### src/rtl/csr_file_mx.sv
// Machine-mode CSR file: mstatus/mie/mtvec/mscratch/mepc/mcause with trap and mret sequencing.
// Optional 64-bit mcycle/minstret counters are built when CSR_COUNTERS_EN is defined.
module csr_file_mx #(
  parameter int unsigned     XLEN        = 32,
  parameter logic [XLEN-1:0] MTVEC_RESET = '0
) (
  input  logic            clk_i,
  input  logic            rst_i,
  input  logic [11:0]     addr_i,
  input  logic [XLEN-1:0] wdata_i,
  input  logic [1:0]      op_i,
  input  logic            trap_i,
  input  logic            mret_i,
  input  logic [XLEN-1:0] pc_i,
  input  logic [XLEN-1:0] mcause_i,
  input  logic            instret_i,
  output logic [XLEN-1:0] rdata_o,
  output logic [XLEN-1:0] mie_o,
  output logic [XLEN-1:0] mtvec_o,
  output logic [XLEN-1:0] mepc_o,
  output logic            irq_en_o,
  output logic            illegal_o
);

  localparam logic [11:0] ADDR_MSTATUS  = 12'h300;
  localparam logic [11:0] ADDR_MIE      = 12'h304;
  localparam logic [11:0] ADDR_MTVEC    = 12'h305;
  localparam logic [11:0] ADDR_MSCRATCH = 12'h340;
  localparam logic [11:0] ADDR_MEPC     = 12'h341;
  localparam logic [11:0] ADDR_MCAUSE   = 12'h342;

  localparam logic [1:0] OP_NONE  = 2'b00;
  localparam logic [1:0] OP_WRITE = 2'b01;
  localparam logic [1:0] OP_CLEAR = 2'b10;
  localparam logic [1:0] OP_SET   = 2'b11;

  // mepc is always 4-byte aligned
  localparam logic [XLEN-1:0] EPC_MASK = ~XLEN'(3);

  logic            mstatus_mie_q, mstatus_mie_d;
  logic            mstatus_mpie_q, mstatus_mpie_d;
  logic [XLEN-1:0] mie_q, mie_d;
  logic [XLEN-1:0] mtvec_q, mtvec_d;
  logic [XLEN-1:0] mscratch_q, mscratch_d;
  logic [XLEN-1:0] mepc_q, mepc_d;
  logic [XLEN-1:0] mcause_q, mcause_d;

  logic [XLEN-1:0] mstatus_rd;
  logic [XLEN-1:0] rdata;
  logic            mapped;
  logic            read_only;
  logic [XLEN-1:0] wval;
  logic            sw_we;

`ifdef CSR_COUNTERS_EN
  localparam logic [11:0] ADDR_MCYCLE      = 12'hB00;
  localparam logic [11:0] ADDR_MINSTRET    = 12'hB02;
  localparam logic [11:0] ADDR_MCYCLEH     = 12'hB80;
  localparam logic [11:0] ADDR_MINSTRETH   = 12'hB82;
  localparam logic [11:0] ADDR_CYCLE_RO    = 12'hC00;
  localparam logic [11:0] ADDR_INSTRET_RO  = 12'hC02;
  localparam logic [11:0] ADDR_CYCLEH_RO   = 12'hC80;
  localparam logic [11:0] ADDR_INSTRETH_RO = 12'hC82;

  logic [63:0] mcycle_q, mcycle_d;
  logic [63:0] minstret_q, minstret_d;
  logic        cyc_wr_lo, cyc_wr_hi;
  logic        ins_wr_lo, ins_wr_hi;

  // A written half replaces that half; the counter skips its increment and the other
  // half is left alone (no carry out of the written half).
  function automatic logic [63:0] cnt_next(input logic [63:0]     cur,
                                           input logic            inc,
                                           input logic            wr_lo,
                                           input logic            wr_hi,
                                           input logic [XLEN-1:0] val);
    logic [63:0] nxt;
    nxt = cur;
    if (wr_lo) begin
      if (XLEN == 32) begin
        nxt[31:0] = val[31:0];
      end else begin
        nxt = 64'(val);
      end
    end else if (wr_hi) begin
      nxt[63:32] = val[31:0];
    end else if (inc) begin
      nxt = cur + 64'd1;
    end
    return nxt;
  endfunction
`else
  logic unused_instret;
  assign unused_instret = instret_i;
`endif

  assign mstatus_rd = XLEN'({mstatus_mpie_q, 3'b000, mstatus_mie_q, 3'b000});

  // Address decode and combinational read
  always_comb begin
    rdata     = '0;
    mapped    = 1'b1;
    read_only = 1'b0;
    case (addr_i)
      ADDR_MSTATUS:  rdata = mstatus_rd;
      ADDR_MIE:      rdata = mie_q;
      ADDR_MTVEC:    rdata = mtvec_q;
      ADDR_MSCRATCH: rdata = mscratch_q;
      ADDR_MEPC:     rdata = mepc_q;
      ADDR_MCAUSE:   rdata = mcause_q;
`ifdef CSR_COUNTERS_EN
      ADDR_MCYCLE, ADDR_CYCLE_RO: begin
        rdata     = XLEN'(mcycle_q);
        read_only = (addr_i == ADDR_CYCLE_RO);
      end
      ADDR_MINSTRET, ADDR_INSTRET_RO: begin
        rdata     = XLEN'(minstret_q);
        read_only = (addr_i == ADDR_INSTRET_RO);
      end
      ADDR_MCYCLEH, ADDR_CYCLEH_RO: begin
        if (XLEN == 32) begin
          rdata     = XLEN'(mcycle_q[63:32]);
          read_only = (addr_i == ADDR_CYCLEH_RO);
        end else begin
          mapped = 1'b0;
        end
      end
      ADDR_MINSTRETH, ADDR_INSTRETH_RO: begin
        if (XLEN == 32) begin
          rdata     = XLEN'(minstret_q[63:32]);
          read_only = (addr_i == ADDR_INSTRETH_RO);
        end else begin
          mapped = 1'b0;
        end
      end
`endif
      default: mapped = 1'b0;
    endcase
  end

  assign rdata_o   = rdata;
  assign illegal_o = (op_i != OP_NONE) && (!mapped || read_only);

  always_comb begin
    unique case (op_i)
      OP_WRITE: wval = wdata_i;
      OP_CLEAR: wval = rdata & ~wdata_i;
      OP_SET:   wval = rdata | wdata_i;
      default:  wval = rdata;
    endcase
  end

  // Trap discards every software write; mret only discards the mstatus write.
  assign sw_we = (op_i != OP_NONE) && !illegal_o && !trap_i;

  always_comb begin
    mstatus_mie_d  = mstatus_mie_q;
    mstatus_mpie_d = mstatus_mpie_q;
    mie_d          = mie_q;
    mtvec_d        = mtvec_q;
    mscratch_d     = mscratch_q;
    mepc_d         = mepc_q;
    mcause_d       = mcause_q;

    if (sw_we) begin
      case (addr_i)
        ADDR_MSTATUS: begin
          if (!mret_i) begin
            mstatus_mie_d  = wval[3];
            mstatus_mpie_d = wval[7];
          end
        end
        ADDR_MIE:      mie_d      = wval;
        ADDR_MTVEC:    mtvec_d    = wval;
        ADDR_MSCRATCH: mscratch_d = wval;
        ADDR_MEPC:     mepc_d     = wval & EPC_MASK;
        ADDR_MCAUSE:   mcause_d   = wval;
        default: ;
      endcase
    end

    if (trap_i) begin
      mepc_d         = pc_i & EPC_MASK;
      mcause_d       = mcause_i;
      mstatus_mpie_d = mstatus_mie_q;
      mstatus_mie_d  = 1'b0;
    end else if (mret_i) begin
      mstatus_mie_d  = mstatus_mpie_q;
      mstatus_mpie_d = 1'b1;
    end
  end

`ifdef CSR_COUNTERS_EN
  always_comb begin
    cyc_wr_lo  = sw_we && (addr_i == ADDR_MCYCLE);
    cyc_wr_hi  = sw_we && (addr_i == ADDR_MCYCLEH);
    ins_wr_lo  = sw_we && (addr_i == ADDR_MINSTRET);
    ins_wr_hi  = sw_we && (addr_i == ADDR_MINSTRETH);
    mcycle_d   = cnt_next(mcycle_q, 1'b1, cyc_wr_lo, cyc_wr_hi, wval);
    minstret_d = cnt_next(minstret_q, instret_i, ins_wr_lo, ins_wr_hi, wval);
  end

  always_ff @(posedge clk_i) begin
    if (rst_i) begin
      mcycle_q   <= '0;
      minstret_q <= '0;
    end else begin
      mcycle_q   <= mcycle_d;
      minstret_q <= minstret_d;
    end
  end
`endif

  always_ff @(posedge clk_i) begin
    if (rst_i) begin
      mstatus_mie_q  <= 1'b0;
      mstatus_mpie_q <= 1'b0;
      mie_q          <= '0;
      mtvec_q        <= MTVEC_RESET;
      mscratch_q     <= '0;
      mepc_q         <= '0;
      mcause_q       <= '0;
    end else begin
      mstatus_mie_q  <= mstatus_mie_d;
      mstatus_mpie_q <= mstatus_mpie_d;
      mie_q          <= mie_d;
      mtvec_q        <= mtvec_d;
      mscratch_q     <= mscratch_d;
      mepc_q         <= mepc_d;
      mcause_q       <= mcause_d;
    end
  end

  assign mie_o    = mie_q;
  assign mtvec_o  = mtvec_q;
  assign mepc_o   = mepc_q;
  assign irq_en_o = mstatus_mie_q;

endmodule

### config.mk
export PLATFORM = sky130hd
export DESIGN_NAME = csr_file_mx
export DESIGN_NICKNAME = d
export VERILOG_FILES = /design/src/rtl/csr_file_mx.sv
export SDC_FILE = /design/constraint.sdc
export NUM_CORES = 1
export LEC_CHECK = 0
export BUFFER_PORTS_ARGS = -buffer_cell sky130_fd_sc_hd__buf_2
export CELL_PAD_IN_SITES_DETAIL_PLACEMENT = 0
export CELL_PAD_IN_SITES_GLOBAL_PLACEMENT = 1
export CORE_UTILIZATION = 40
export CTS_BUF_LIST = sky130_fd_sc_hd__clkbuf_2
export DETAILED_ROUTE_END_ITERATION = 10
export GPL_ROUTABILITY_DRIVEN = 0
export PLACE_DENSITY = 0.95
export SKIP_CTS_REPAIR_TIMING = 1
export SLEW_MARGIN = 10
export SYNTH_ARGS = -nofsm -noshare
export SYNTH_HDL_FRONTEND = slang
export SYNTH_SLANG_ARGS = --single-unit
### constraint.sdc
create_clock -name clk_i -period 2.8 [get_ports clk_i]
set_input_delay 0.14 -clock clk_i [delete_from_list [all_inputs] [get_ports clk_i]]
set_output_delay 0.14 -clock clk_i [all_outputs]
set_load 0.02 [all_outputs]
Word-level counts from Yosys, hierarchy flattened. Index checks and enable logic that the tools add are counted.

Flip-flop bits (word level): 160. Word-level logic and storage cells: 58. Output and inout port bits: 130. Bits of input ports: 115.

Multiplexer cells: 16. Equality and inequality tests: 9. Bitwise gates (word level): 3. Reduce and logical (&&, ||, !) cells: 23.

Operator list (number): two-way mux 32 bit (6); case mux 32 bit (6 select lines) (1); case mux 32 bit (3 select lines) (1); equality test 12 x 10 -> 1 bit (second input constant) (6); AND 32 bit (1); inverter 32 bit (1); bitwise OR 32 bit (1); AND reduction 2 bit (7); nonzero test 2 bit (6); two-way mux 1 bit (8); nonzero test 3 bit (2); OR reduction 6 bit (1); equality test 2 bit (second input constant) (2); logical AND 1 bit (3); zero test 1 bit (3); equality test 2 x 1 -> 1 bit (second input constant) (1); OR reduction 2 bit (1).

Logic depth before layout (Yosys ltp). Gate-level depths: netlist of the first run.

Depth after elaboration: 11. Gate-level depth with buffers: 10. Gate-level depth less buffers: 6.

Worst setup path before layout of the first run. No wires, ideal clock.

Kind: input-to-reg. From: in addr_i[5]. To: reg mcause_q[13]. Data required time: 2.705 ns. Buffers on the path: 1. Data arrival time: 2.092 ns. Setup slack: 0.612 ns. Setup time: 0.095 ns. Stages on the path: 7. Cell sequence: or4_4 -> nor2_1 -> buf_2 -> nand3_1 -> o211ai_1 -> o21ai_1 -> a221oi_1.

Elaborated cells between the ends (all ways): 23. Those cells by class: 6 x eq/ne; 6 x mux; 2 x bitwise; 9 x reduce/logical.

RTL lines: from (decl) (RTL line 9) `input logic [11:0] addr_i,`; equality test 12 x 10 -> 1 bit (RTL line 104) `case (addr_i)`; case mux 32 bit (6 select lines) (*) (RTL line 104); net rdata_o[13] (RTL line 17) `output logic [XLEN-1:0] rdata_o,`; bitwise OR 32 bit or AND 32 bit (tied branches) (RTL line 148, 147); case mux 32 bit (3 select lines) (*) (RTL line 145) `unique case (op_i)`; two-way mux 32 bit (*) (RTL line 166) `case (addr_i)`; two-way mux 32 bit (*) (RTL line 165) `if (sw_we) begin`; two-way mux 32 bit (*) (RTL line 182) `if (trap_i) begin`; to (signal assigned) (RTL line 230) `mcause_q <= mcause_d;`; to (decl) (RTL line 46) `logic [XLEN-1:0] mcause_q, mcause_d;`.

Mark *: on every way through the listed nets, which the timed path passes. The rest lies on a longest branch. The select of a mux whose other input is x is not followed. A chain may end at the register's enable or synchronous reset.

Worst setup path after layout of the first run.
From: in op_i[1]. To: reg mepc_q[8], in the netlist mepc_o[8].

Word-level cells in the longest chain between the ends: 7. Elaborated cells between the ends (all ways): 14. Those cells by class: 3 x eq/ne; 4 x mux; 7 x reduce/logical.

Ends and longest elaborated chain: from (decl) (RTL line 11) `input logic [1:0] op_i,`; parallel branches: the longest is 7 deep, another holds case mux 32 bit (3 select lines); to (signal assigned) (RTL line 229) `mepc_q <= mepc_d;`; to (decl) (RTL line 45) `logic [XLEN-1:0] mepc_q, mepc_d;`.

Parallel ways; which one is timed is not known. The select of a mux whose other input is x is not followed.

==> metrics.md, run 1 <==
| Metric | Value |
|---|---|
| R2r startpoint | `mie_o[15]` |
| Maximum vdd ir drop | `247.4 µV` |
| Min Hold Slack | `-0.02426 ns` |
| Clk pwr share | `31.2%` |
| Port bufs | `239` |
| DRT antenna net count | `0` |
| Status | `finished, violations left` |
| Post-Synthesis Cell Area | `8348 µm²` |
| Total GRT Usage | `31.95%` |
| Hold_sp | `wdata_i[0]` |
| Hold Violations, Final | `11` |
| Placed insts | `1443` |
| Hold Path Class | `input pin to flip-flop` |
| # rows | `52` |
| H-tree depth | `4` |
| Synth top area cells | `dfxtp_1 (38%), a22o_1 (8.2%), a22oi_1 (5.8%), nand2_1 (3.6%), o22ai_1 (3.0%)` |
| Worst-Skew Late Latency | `0.78 ns` |
| Die ar. | `21450 µm²` |
| Sw frac | `29.83%` |
| Synth top area share | `38.37%` |
| Most frequent cell after synthesis | `dfxtp_1` |
| Initial antenna violation count | `1` |
| YS warnings | `0` |
| Clock sink count | `160` |
| Share of cells above drive strength 1 | `29.03%` |
| Setup_tns | `0 ns` |
| Top_reg_cell synth | `dfxtp_1` |
| Crit path capture type | `flip-flop` |
| RSZ-0062 raised after global routing | `false` |
| Post-Synthesis Cells | `958` |
| CP max FO | `30` |
| Final Setup Violations | `0` |
| Max-cap violations | `0` |
| Starting Density | `40.99%` |
| Slew Limit Fails | `0` |
| Final WL | `36.79 mm` |
| Final Non-Filler Cells | `1613` |
| Clock Tree Root | `clkbuf_2` |
| Ys async rst share | `0%` |
| Register area share after synthesis | `38.37%` |
| Violated checks | `negative hold slack` |
| Synth cell types | `73` |
| Vias in the first global route | `9122` |
| Die X | `146.5 µm` |
| CTS clk-pin slew, worst paths | `0.25 ns` |
| Multi-input logic area | `4716 µm²` |
| Crit path from | `op_i[1]` |
| Crit path launch type | `input pin` |
| Syn Area/Cell | `8.714 µm²` |
| Leakage | `4.984 nW` |
| Cell taking the most area after synthesis | `dfxtp_1` |
| Final #Nets | `1442` |
| Crit path required time | `3.55 ns` |
| Critical Path AT | `3.48 ns` |
| Max-Slew Margin vs Limit | `12.67%` |
| Peak Freq | `366.8 MHz` |
| CTS Buf Count | `17` |
| First-pass GRT wire length | `52.83 mm` |
| Gr ovfl total | `0` |
| Clock Tree Buf Depth | `2` |
| Die H | `146.5 µm` |
| Final period util | `97.36%` |
| Worst slew pin tran | `1.310 ns` |
| CTS tree | `built` |
| Logic pwr share | `18.2%` |
| Sequential cell area | `3203 µm²` |
| P_int | `0.003307 W` |
| Sequential share of power | `50.6%` |
| # IOs | `245` |
| Post-DP HPWL | `24.17 mm` |
| Vias per cell | `6.428` |
| Detailed Route Iter0 Violations | `1386` |
| # DRC | `0` |
| Min Tclk post-route | `2.726 ns` |
| FF+latch count, synth | `160` |
| Skew final | `0.04270 ns` |
| Avg WL per Cell | `22.81 µm` |
| P per Cell Area | `402.0 nW/µm²` |
| Core region area | `20360 µm²` |
| Area grow syn2layout | `40.42%` |
| Vias | `10369` |
| Commonest cells post-synth | `dfxtp_1 (160), nand2_1 (81), a22o_1 (78)` |
| Pin count of the biggest net entering global routing | `46` |
| Sw Pwr | `0.001406 W` |
| WS Path Type | `input pin to flip-flop` |
| # fillers | `1820` |
| Initial DRT Pass Iterations | `8` |
| Post-synth EDFFs | `0` |
-- logic make-up (layout without fill, tap and decap cells) --
group	Yosys count	in the layout	share of synthesized area (%)
AOI/OAI and AO/OA	429	429	39.22
buffers and inverters	112	493	5.890
DFF	160	160	38.37
muxes	13	13	1.619
other	1	5	0.04492
and+or+nand+nor	243	243	14.85
-- worst paths after layout --
kind / end / cells past startpoint / slack, ns
setup reg to reg: mcause_q[15] / 6 / 0.51
hold / removal: mtvec_o[0] / 5 / -0.02
setup / recovery: mepc_o[8] / 10 / 0.07
hold reg to reg: mscratch_q[25] / 2 / 0.48
-- area by class of cell --
cell class                      instances  area share, %
Antenna cell                            3        0.06404
Clock buffer                           18         0.7685
Clock inverter                         14          1.601
Inverter                               22         0.7045
Multi-Input combinational cell        687          40.23
Sequential cell                       160          27.32
Tap cell                              270          2.882
Timing Repair Buffer                  439          26.43
-- worst max-delay path: stages --
cell           delay (ns)
buf_2                0.37
buf_4                0.48
nand2b_1             0.43
buf_12               0.27
o22ai_1              0.12
nand2_1              0.09
o21ai_0              0.07
dlygate4sd3_1        0.59
o31ai_1              0.30
dlygate4sd3_1        0.59
-- layout by cell type, fill, tap and decap left out, types with 5 or more instances in the layout --
cell type	n
nand3_1	35
nand2b_1	5
clkinv_1	5
dlygate4sd3_1	135
dfxtp_1	160
o21ai_0	48
mux2i_1	9
o22a_1	5
buf_12	5
buf_2	239
nor4_1	7
nor3_1	9
buf_4	60
nor2_2	6
a211o_1	5
o221ai_1	5
a221oi_1	14
a31oi_1	7
o32ai_1	10
nand2_1	81
a21oi_1	21
a21o_1	7
a22o_1	78
nor2_1	47
clkbuf_2	18
a211oi_1	22
a2bb2oi_1	7
a22oi_1	65
o221a_2	19
inv_1	20
o21a_1	10
o31ai_1	6
o22ai_1	40
o2bb2ai_1	25
or2_2	6
-- stage by stage --
step | total power [W] | util, % | setup WS, ns | instance area [µm²]
final | 0.004712 | 57.56 | 0.07400 | 11720
after global routing | 0.004844 | 57.54 | 0.06158 | 11720
after CTS | 0.004519 | 50.89 | 0.4438 | 10360
after detailed placement | 0.003097 | 49.53 | 0.2827 | 10090
after global placement | 0.003088 | 49.53 | 0.2986 | 10090
after floorplan | 0.002798 | - | 0.6124 | 8352
-- state kept, by name (all words and copies together), names as in the netlist --
| register | cells |
|---|---|
| mscratch_q | 32 |
| mie_o | 32 |
| mtvec_o | 32 |
| mcause_q | 32 |
| mepc_o | 30 |
| irq_en_o | 1 |
| mstatus_mpie_q | 1 |
-- power groups by stage --
stage	registers (W)	logic (W)	clock network, W
finish	0.00238	0.000858	0.00147
global route	0.00239	0.000906	0.00155
CTS	0.00238	0.000676	0.00146
detailed placement	0.00242	0.000673	0
global placement	0.00242	0.000664	0
floorplan	0.00244	0.000353	0
-- layer usage --
layer | GRT usage [%] | routed length (µm)
met5 | 0 | 0
met4 | 19.17 | 2103
met3 | 6.906 | 4426
met2 | 47.71 | 16260
met1 | 42.14 | 14010
Note: power is estimated with default switching activity, not from simulation.
==> run 2, diff against run 1 <==
--- a/config.mk
+++ b/config.mk
@@ -15,3 +15,5 @@
 export PLACE_DENSITY = 0.95
+export RECOVER_POWER = 50
 export SKIP_CTS_REPAIR_TIMING = 1
+export SKIP_LAST_GASP = 1
 export SLEW_MARGIN = 10
--- a/constraint.sdc
+++ b/constraint.sdc
@@ -3,2 +3,2 @@
 set_output_delay 0.14 -clock clk_i [all_outputs]
-set_load 0.02 [all_outputs]
+set_load 0.005 [all_outputs]
==> run 2 against run 1 <==
Via count grew 1.3%. The run ends with negative setup slack left. Core utilization grew 1.2 points. Critical endpoint is now mcause_q[22]. Non-clock buffer count grew 32. Maximum frequency shrank 3.8%.
==> metrics.md, run 2 (same netlist as run 1, synthesis figures left out) <==
| Metric | Value |
|---|---|
| Status | `finished, violations left` |
| Violated checks | `negative setup slack` |
| Peak Freq | `352.9 MHz (-3.8%)` |
| Skew final | `0.03940 ns (-0.003299 ns)` |
| Crit path launch type | `input pin` |
| Post-DP HPWL | `24.24 mm (+0.28%)` |
| CTS Buf Count | `17 (unchanged)` |
| Share of cells above drive strength 1 | `24.71% (-4.3 points)` |
| WL met3 | `4.743 mm (+7.2%)` |
| Initial antenna violation count | `2 (+1)` |
| Total GRT Usage | `32.13% (+0.19 points)` |
| Placed insts | `1444 (+0.069%)` |
| Starting Density | `40.99% (unchanged)` |
| Final WL | `37.75 mm (+2.6%)` |
| First-pass GRT wire length | `52.94 mm (+0.21%)` |
| Pin count of the biggest net entering global routing | `56 (+22%)` |
| Min Hold Slack | `0.1008 ns (+0.1250 ns)` |
| WS Path Type | `input pin to flip-flop` |
| Clock sink count | `160 (unchanged)` |
| Setup_tns | `-0.03402 ns (-0.03402 ns)` |
| # DRC | `0 (unchanged)` |
| P per Cell Area | `408.6 nW/µm² (+1.6%)` |
| Gr ovfl total | `0 (unchanged)` |
| Vias | `10505 (+1.3%)` |
| Placed cell area | `10080 µm² (about the same)` |
| Detailed Route Iter0 Violations | `1219 (-12%)` |
| # IOs | `245 (unchanged)` |
| DRT antenna net count | `0 (unchanged)` |
| Die X | `146.5 µm (unchanged)` |
| Final Setup Violations | `1 (+1)` |
| Leakage | `4.922 nW (-1.2%)` |
| Die ar. | `21450 µm² (unchanged)` |
| Worst Slack Setup Final | `-0.03402 ns (-0.1080 ns)` |
| Top Metal Used | `met4` |
| # rows | `52 (unchanged)` |
| Final period util | `101.2% (+3.9 points)` |
| Final #Nets | `1474 (+2.2%)` |
| CTS tree | `built` |
| Min Tclk post-route | `2.834 ns (+0.1080 ns)` |
| Area grow syn2layout | `43.24%` |
| Max-cap violations | `0 (unchanged)` |
| Core region area | `20360 µm² (unchanged)` |
| Slew Limit Fails | `0 (unchanged)` |
| Worst slew pin tran | `1.284 ns (-0.02554 ns)` |
| Worst Reg-to-Reg Cells | `8 (+2)` |
| Hold Violations, Final | `0 (-11)` |
| Die H | `146.5 µm (unchanged)` |
| Vias in the first global route | `9148 (+0.29%)` |
| Hold path depth | `4 (-1)` |
| CTS clk-pin slew, worst paths | `0.28 ns (+0.03 ns)` |
| Clock Tree Buf Depth | `2 (unchanged)` |
| Hold Path Class | `input pin to flip-flop` |
| RSZ-0062 raised after global routing | `false` |
| CP max FO | `19 (-37%)` |
| Hold_sp | `op_i[1]` |
| Most common cell after layout, fill and taps aside | `buf_2` |
| Reg2reg setup slack | `0.16 ns (-0.35 ns)` |
| Setup WS pre-CTS | `0.2665 ns (-0.01624 ns)` |
| Worst-Skew Late Latency | `0.81 ns (+0.03 ns)` |
| Post-route cell area | `11960 µm² (+2.0%)` |
| Port bufs | `239 (unchanged)` |
| Clock Tree Root | `clkbuf_2` |
| Most frequent cells in the layout | `buf_2 (190), dlygate4sd3_1 (166), dfxtp_1 (160), nand2_1 (81), a22o_1 (78)` |
| Maximum vdd ir drop | `210.3 µV (-15%)` |
| Crit path capture type | `flip-flop` |
| Initial DRT Pass Iterations | `7 (-1)` |
| Avg WL per Cell | `22.96 µm (+0.66%)` |
| Reg2reg end | `mepc_o[15]` |
| Max-Slew Margin vs Limit | `14.37% (+1.7 points)` |
| Critical Path AT | `3.60 ns (+0.12 ns)` |
| Vias per cell | `6.390 (-0.60%)` |
| Crit path required time | `3.57 ns (+0.02 ns)` |
| R2r startpoint | `mcause_q[15]` |
| Final Non-Filler Cells | `1644 (+1.9%)` |
| Hold EP | `mtvec_o[20]` |
| WL met2 | `16.64 mm (+2.4%)` |
| H-tree depth | `4 (unchanged)` |
| M1 wire length | `14.20 mm (+1.4%)` |
run 2: cell count changes in the layout (fill, tap and decap cells not counted), sizes merged:
cell         previous run  this run
inv                    22        26
clkinvlp                1         2
clkinv                  9         4
buf                   304       252
diode                   3         2
dlygate4sd3           135       166
bufinv                  4         5
clkbuf                 18        70
run 2: layout make-up:
type | instances | area [µm²]
diodes | 2 | 5.005
clock buffers | 17 | 85.08
clock inverters | 15 | 230.2
fillers | 1800 | 8407
inverters | 22 | 82.58
multi-input cells | 687 | 4698
flip-flops and latches | 160 | 3203
well taps | 270 | 337.8
repair buffers | 471 | 3316
run 2: how the worst max path moves through the flow:
stage | endpoint | start
2_1_floorplan | mscratch_q[29] | addr_i[5]
5_1_grt | mcause_q[22] | addr_i[2]
4_1_cts | rdata_o[15] | mie_o[15]
6_report | mcause_q[22] | addr_i[2]
3_5_place_dp | mtvec_o[6] | addr_i[0]
3_3_place_gp | mtvec_o[22] | addr_i[0]
run 2: where the power goes:
group | switching (W) | internal [W] | total (W)
Clock | 0.000943 | 0.000694 | 0.00164
Combinational | 0.000459 | 0.000404 | 0.000863
Sequential | 0.0000446 | 0.00234 | 0.00239
run 2: critical path: stages:
cell and delay [ns]:
buf_2 0.25, nand2b_1 0.40, nor4_4 0.13, buf_4 0.17, a21oi_2 0.99, a22oi_1 0.17, dlygate4sd3_1 0.65, o2bb2ai_1 0.13
dlygate4sd3_1 0.56
run 2: routing by layer:
| layer | global-route usage [%] | vias to the layer above |
|---|---|---|
| met3 | 8.313 | 194 |
| met1 | 41.63 | 4866 |
| li1 | - | 4583 |
| met2 | 49.81 | 862 |
| met5 | 0 | - |
| met4 | 15.05 | 0 |
run 2: per-stage QoR:
| stage | util, % | total power [W] |
|---|---|---|
| 3_3_place_gp | 49.50 | 0.003051 |
| 4_1_cts | 51.05 | 0.004646 |
| 2_1_floorplan | - | 0.002765 |
| 6_report | 58.72 | 0.004886 |
| 3_5_place_dp | 49.50 | 0.003061 |
| 5_1_grt | 58.72 | 0.005034 |
==> run 3, diff against run 2 <==
Settings changed: SETUP_SLACK_MARGIN from default to 0.15.
==> run 3 against run 2 <==
The run ends with max-capacitance violations, max-slew violations left. Non-clock buffer count decreased by 3. Sequential power about the same. Clock skew down 0.0039 ns. Largest power group unchanged. Count of clock-buffer cells in the layout is the same. Via count rose by 0.26%. Highest routed layer unchanged. Largest cell class unchanged.
==> metrics.md, run 3 (same netlist as run 1, synthesis figures left out) <==
| Metric | Value |
|---|---|
| Setup_tns | `0 ns (+0.03402 ns)` |
| CTS Buf Count | `17 (unchanged)` |
| Total GRT Usage | `32.13% (unchanged)` |
| CTS tree | `built` |
| Final period util | `91.70% (-9.5 points)` |
| Die H | `146.5 µm (unchanged)` |
| Vias in the first global route | `9148 (unchanged)` |
| Status | `finished, violations left` |
| Grt met2 use | `49.81% (unchanged)` |
| # IOs | `245 (unchanged)` |
| Hold Path Class | `input pin to flip-flop` |
| Post-DP HPWL | `24.24 mm (unchanged)` |
| Share of cells above drive strength 1 | `24.18% (-0.53 points)` |
| Most common cell after layout, fill and taps aside | `buf_2` |
| Starting Density | `40.99% (unchanged)` |
| Slew Limit Fails | `19 (+19)` |
| WS Path Type | `input pin to flip-flop` |
| Worst path max stage delay | `1.39 ns (+0.40 ns)` |
| Placed cell area | `10080 µm² (unchanged)` |
| Max-Slew Margin vs Limit | `-24.83% (-39 points)` |
| Critical Path AT | `3.32 ns (-0.28 ns)` |
| Hold path depth | `3 (-1)` |
| Grt peak-use layer | `met2` |
| Worst slew pin tran | `1.866 ns (+0.5811 ns)` |
| Worst-Skew Late Latency | `0.82 ns (about the same)` |
| Avg WL per Cell | `22.92 µm (-0.16%)` |
| Final #Nets | `1471 (-0.20%)` |
| Skew final | `0.03554 ns (-0.003861 ns)` |
| Initial DRT Pass Iterations | `7 (unchanged)` |
| RSZ-0062 raised after global routing | `false` |
| Pin count of the biggest net entering global routing | `56 (unchanged)` |
| Slowest CP cell | `nor2_1` |
| CP dominant cell by count | `clkbuf_1` |
| Min Tclk post-route | `2.568 ns (-0.2665 ns)` |
| CTS clk-pin slew, worst paths | `0.24 ns (-0.04 ns)` |
| Crit path launch type | `input pin` |
| Area grow syn2layout | `42.61%` |
| Gr ovfl total | `0 (unchanged)` |
| Met1 usage | `41.63% (unchanged)` |
| Final Setup Violations | `0 (-1)` |
| Clock Tree Buf Depth | `2 (unchanged)` |
| First-pass GRT wire length | `52.94 mm (unchanged)` |
| Final WL | `37.62 mm (-0.34%)` |
| # rows | `52 (unchanged)` |
| Worst Reg-to-Reg Cells | `7 (-1)` |
| Crit path capture type | `flip-flop` |
| DRT antenna net count | `0 (unchanged)` |
| Clock Tree Root | `clkbuf_2` |
| Leakage | `4.882 nW (-0.80%)` |
| CP max FO | `18 (-1)` |
| Die X | `146.5 µm (unchanged)` |
| Hold Violations, Final | `0 (unchanged)` |
| Vias | `10532 (+0.26%)` |
| Port bufs | `239 (unchanged)` |
| Post-route cell area | `11910 µm² (-0.44%)` |
| # DRC | `0 (unchanged)` |
| Vias per cell | `6.418 (+0.44%)` |
| Most frequent cells in the layout | `buf_2 (190), dlygate4sd3_1 (163), dfxtp_1 (160), nand2_1 (83), a22o_1 (78)` |
| P per Cell Area | `409.7 nW/µm² (+0.27%)` |
| Peak Freq | `389.5 MHz (+10%)` |
| Crit path required time | `3.55 ns (-0.02 ns)` |
| Detailed Route Iter0 Violations | `1336 (+9.6%)` |
| Clock sink count | `160 (unchanged)` |
| Cells along the critical path | `clkbuf_1 -> nand4bb_1 -> clkbuf_1 -> nor3_4 -> nand2_1 -> nor3_1 -> nor2_1 -> buf_4 -> o2bb2ai_1` |
| Maximum vdd ir drop | `209.7 µV (-0.25%)` |
| Final core occ | `58.46% (-0.26 points)` |
| Max-cap violations | `1 (+1)` |
| Violated checks | `max-capacitance violations, max-slew violations` |
| H-tree depth | `4 (unchanged)` |
| Die ar. | `21450 µm² (unchanged)` |
| Core region area | `20360 µm² (unchanged)` |
| GR Util met3 | `8.313% (unchanged)` |
| Initial antenna violation count | `2 (unchanged)` |
run 3: cell types whose count changed in the layout (fill, tap and decap cells not counted), sizes merged:
cell,previous run,this run
dlygate4sd3,166,163
buf,252,250
clkbuf,70,72
run 3: per-stage QoR:
stage	setup WS, ns	instances	hold WS, ns	total power [W]
2_1_floorplan	0.7300	959	0.2627	0.002765
3_3_place_gp	0.2906	1444	0.3922	0.003051
3_5_place_dp	0.2665	1444	0.4005	0.003061
4_1_cts	0.5085	1476	-0.4557	0.004646
5_1_grt	0.2380	1640	0.07931	0.005029
6_report	0.2325	1641	0.1047	0.004877
run 3: worst max-delay path, delay by kind of cell:
| family | cells | cell delay (ns) |
|---|---|---|
| AO/OA/AOI/OAI | 1 | 0.12 |
| AND/OR/NAND/NOR | 5 | 2.31 |
| buffers and inverters | 3 | 0.75 |
run 3: final timing paths:
check / from / end / slack, ns
worst max-delay path: addr_i[10] / mtvec_o[3] / 0.23
worst min-delay path: mret_i / irq_en_o / 0.10
worst max register to register: mie_o[10] / mcause_q[10] / 0.47
worst min register to register: mscratch_q[11] / mscratch_q[11] / 0.48
run 3: final cells by class:
| cell class | instances | area (µm²) |
|---|---|---|
| clock inverters | 15 | 230.2 |
| flip-flops and latches | 160 | 3203 |
| inverters | 22 | 82.58 |
| clock buffers | 17 | 85.08 |
| diodes | 2 | 5.005 |
| well taps | 270 | 337.8 |
| fillers | 1817 | 8459 |
| multi-input cells | 687 | 4684 |
| repair buffers | 468 | 3277 |
run 3: power breakdown:
part	internal (W)	total, W	leakage (nW)	switching, W
sequential	0.00234	0.00239	1.30	0.0000447
clock	0.000694	0.00163	0.178	0.000939
combinational	0.000400	0.000859	3.40	0.000459
run 3: metal layers:
layer  up-vias  part of all wire [%]  wire length (µm)
li1       4568                     -                 -
met1      4956                    38             14270
met2       826                    44             16590
met3       182                    12              4601
met4         0                   5.7              2162
met5         -                     0                 0
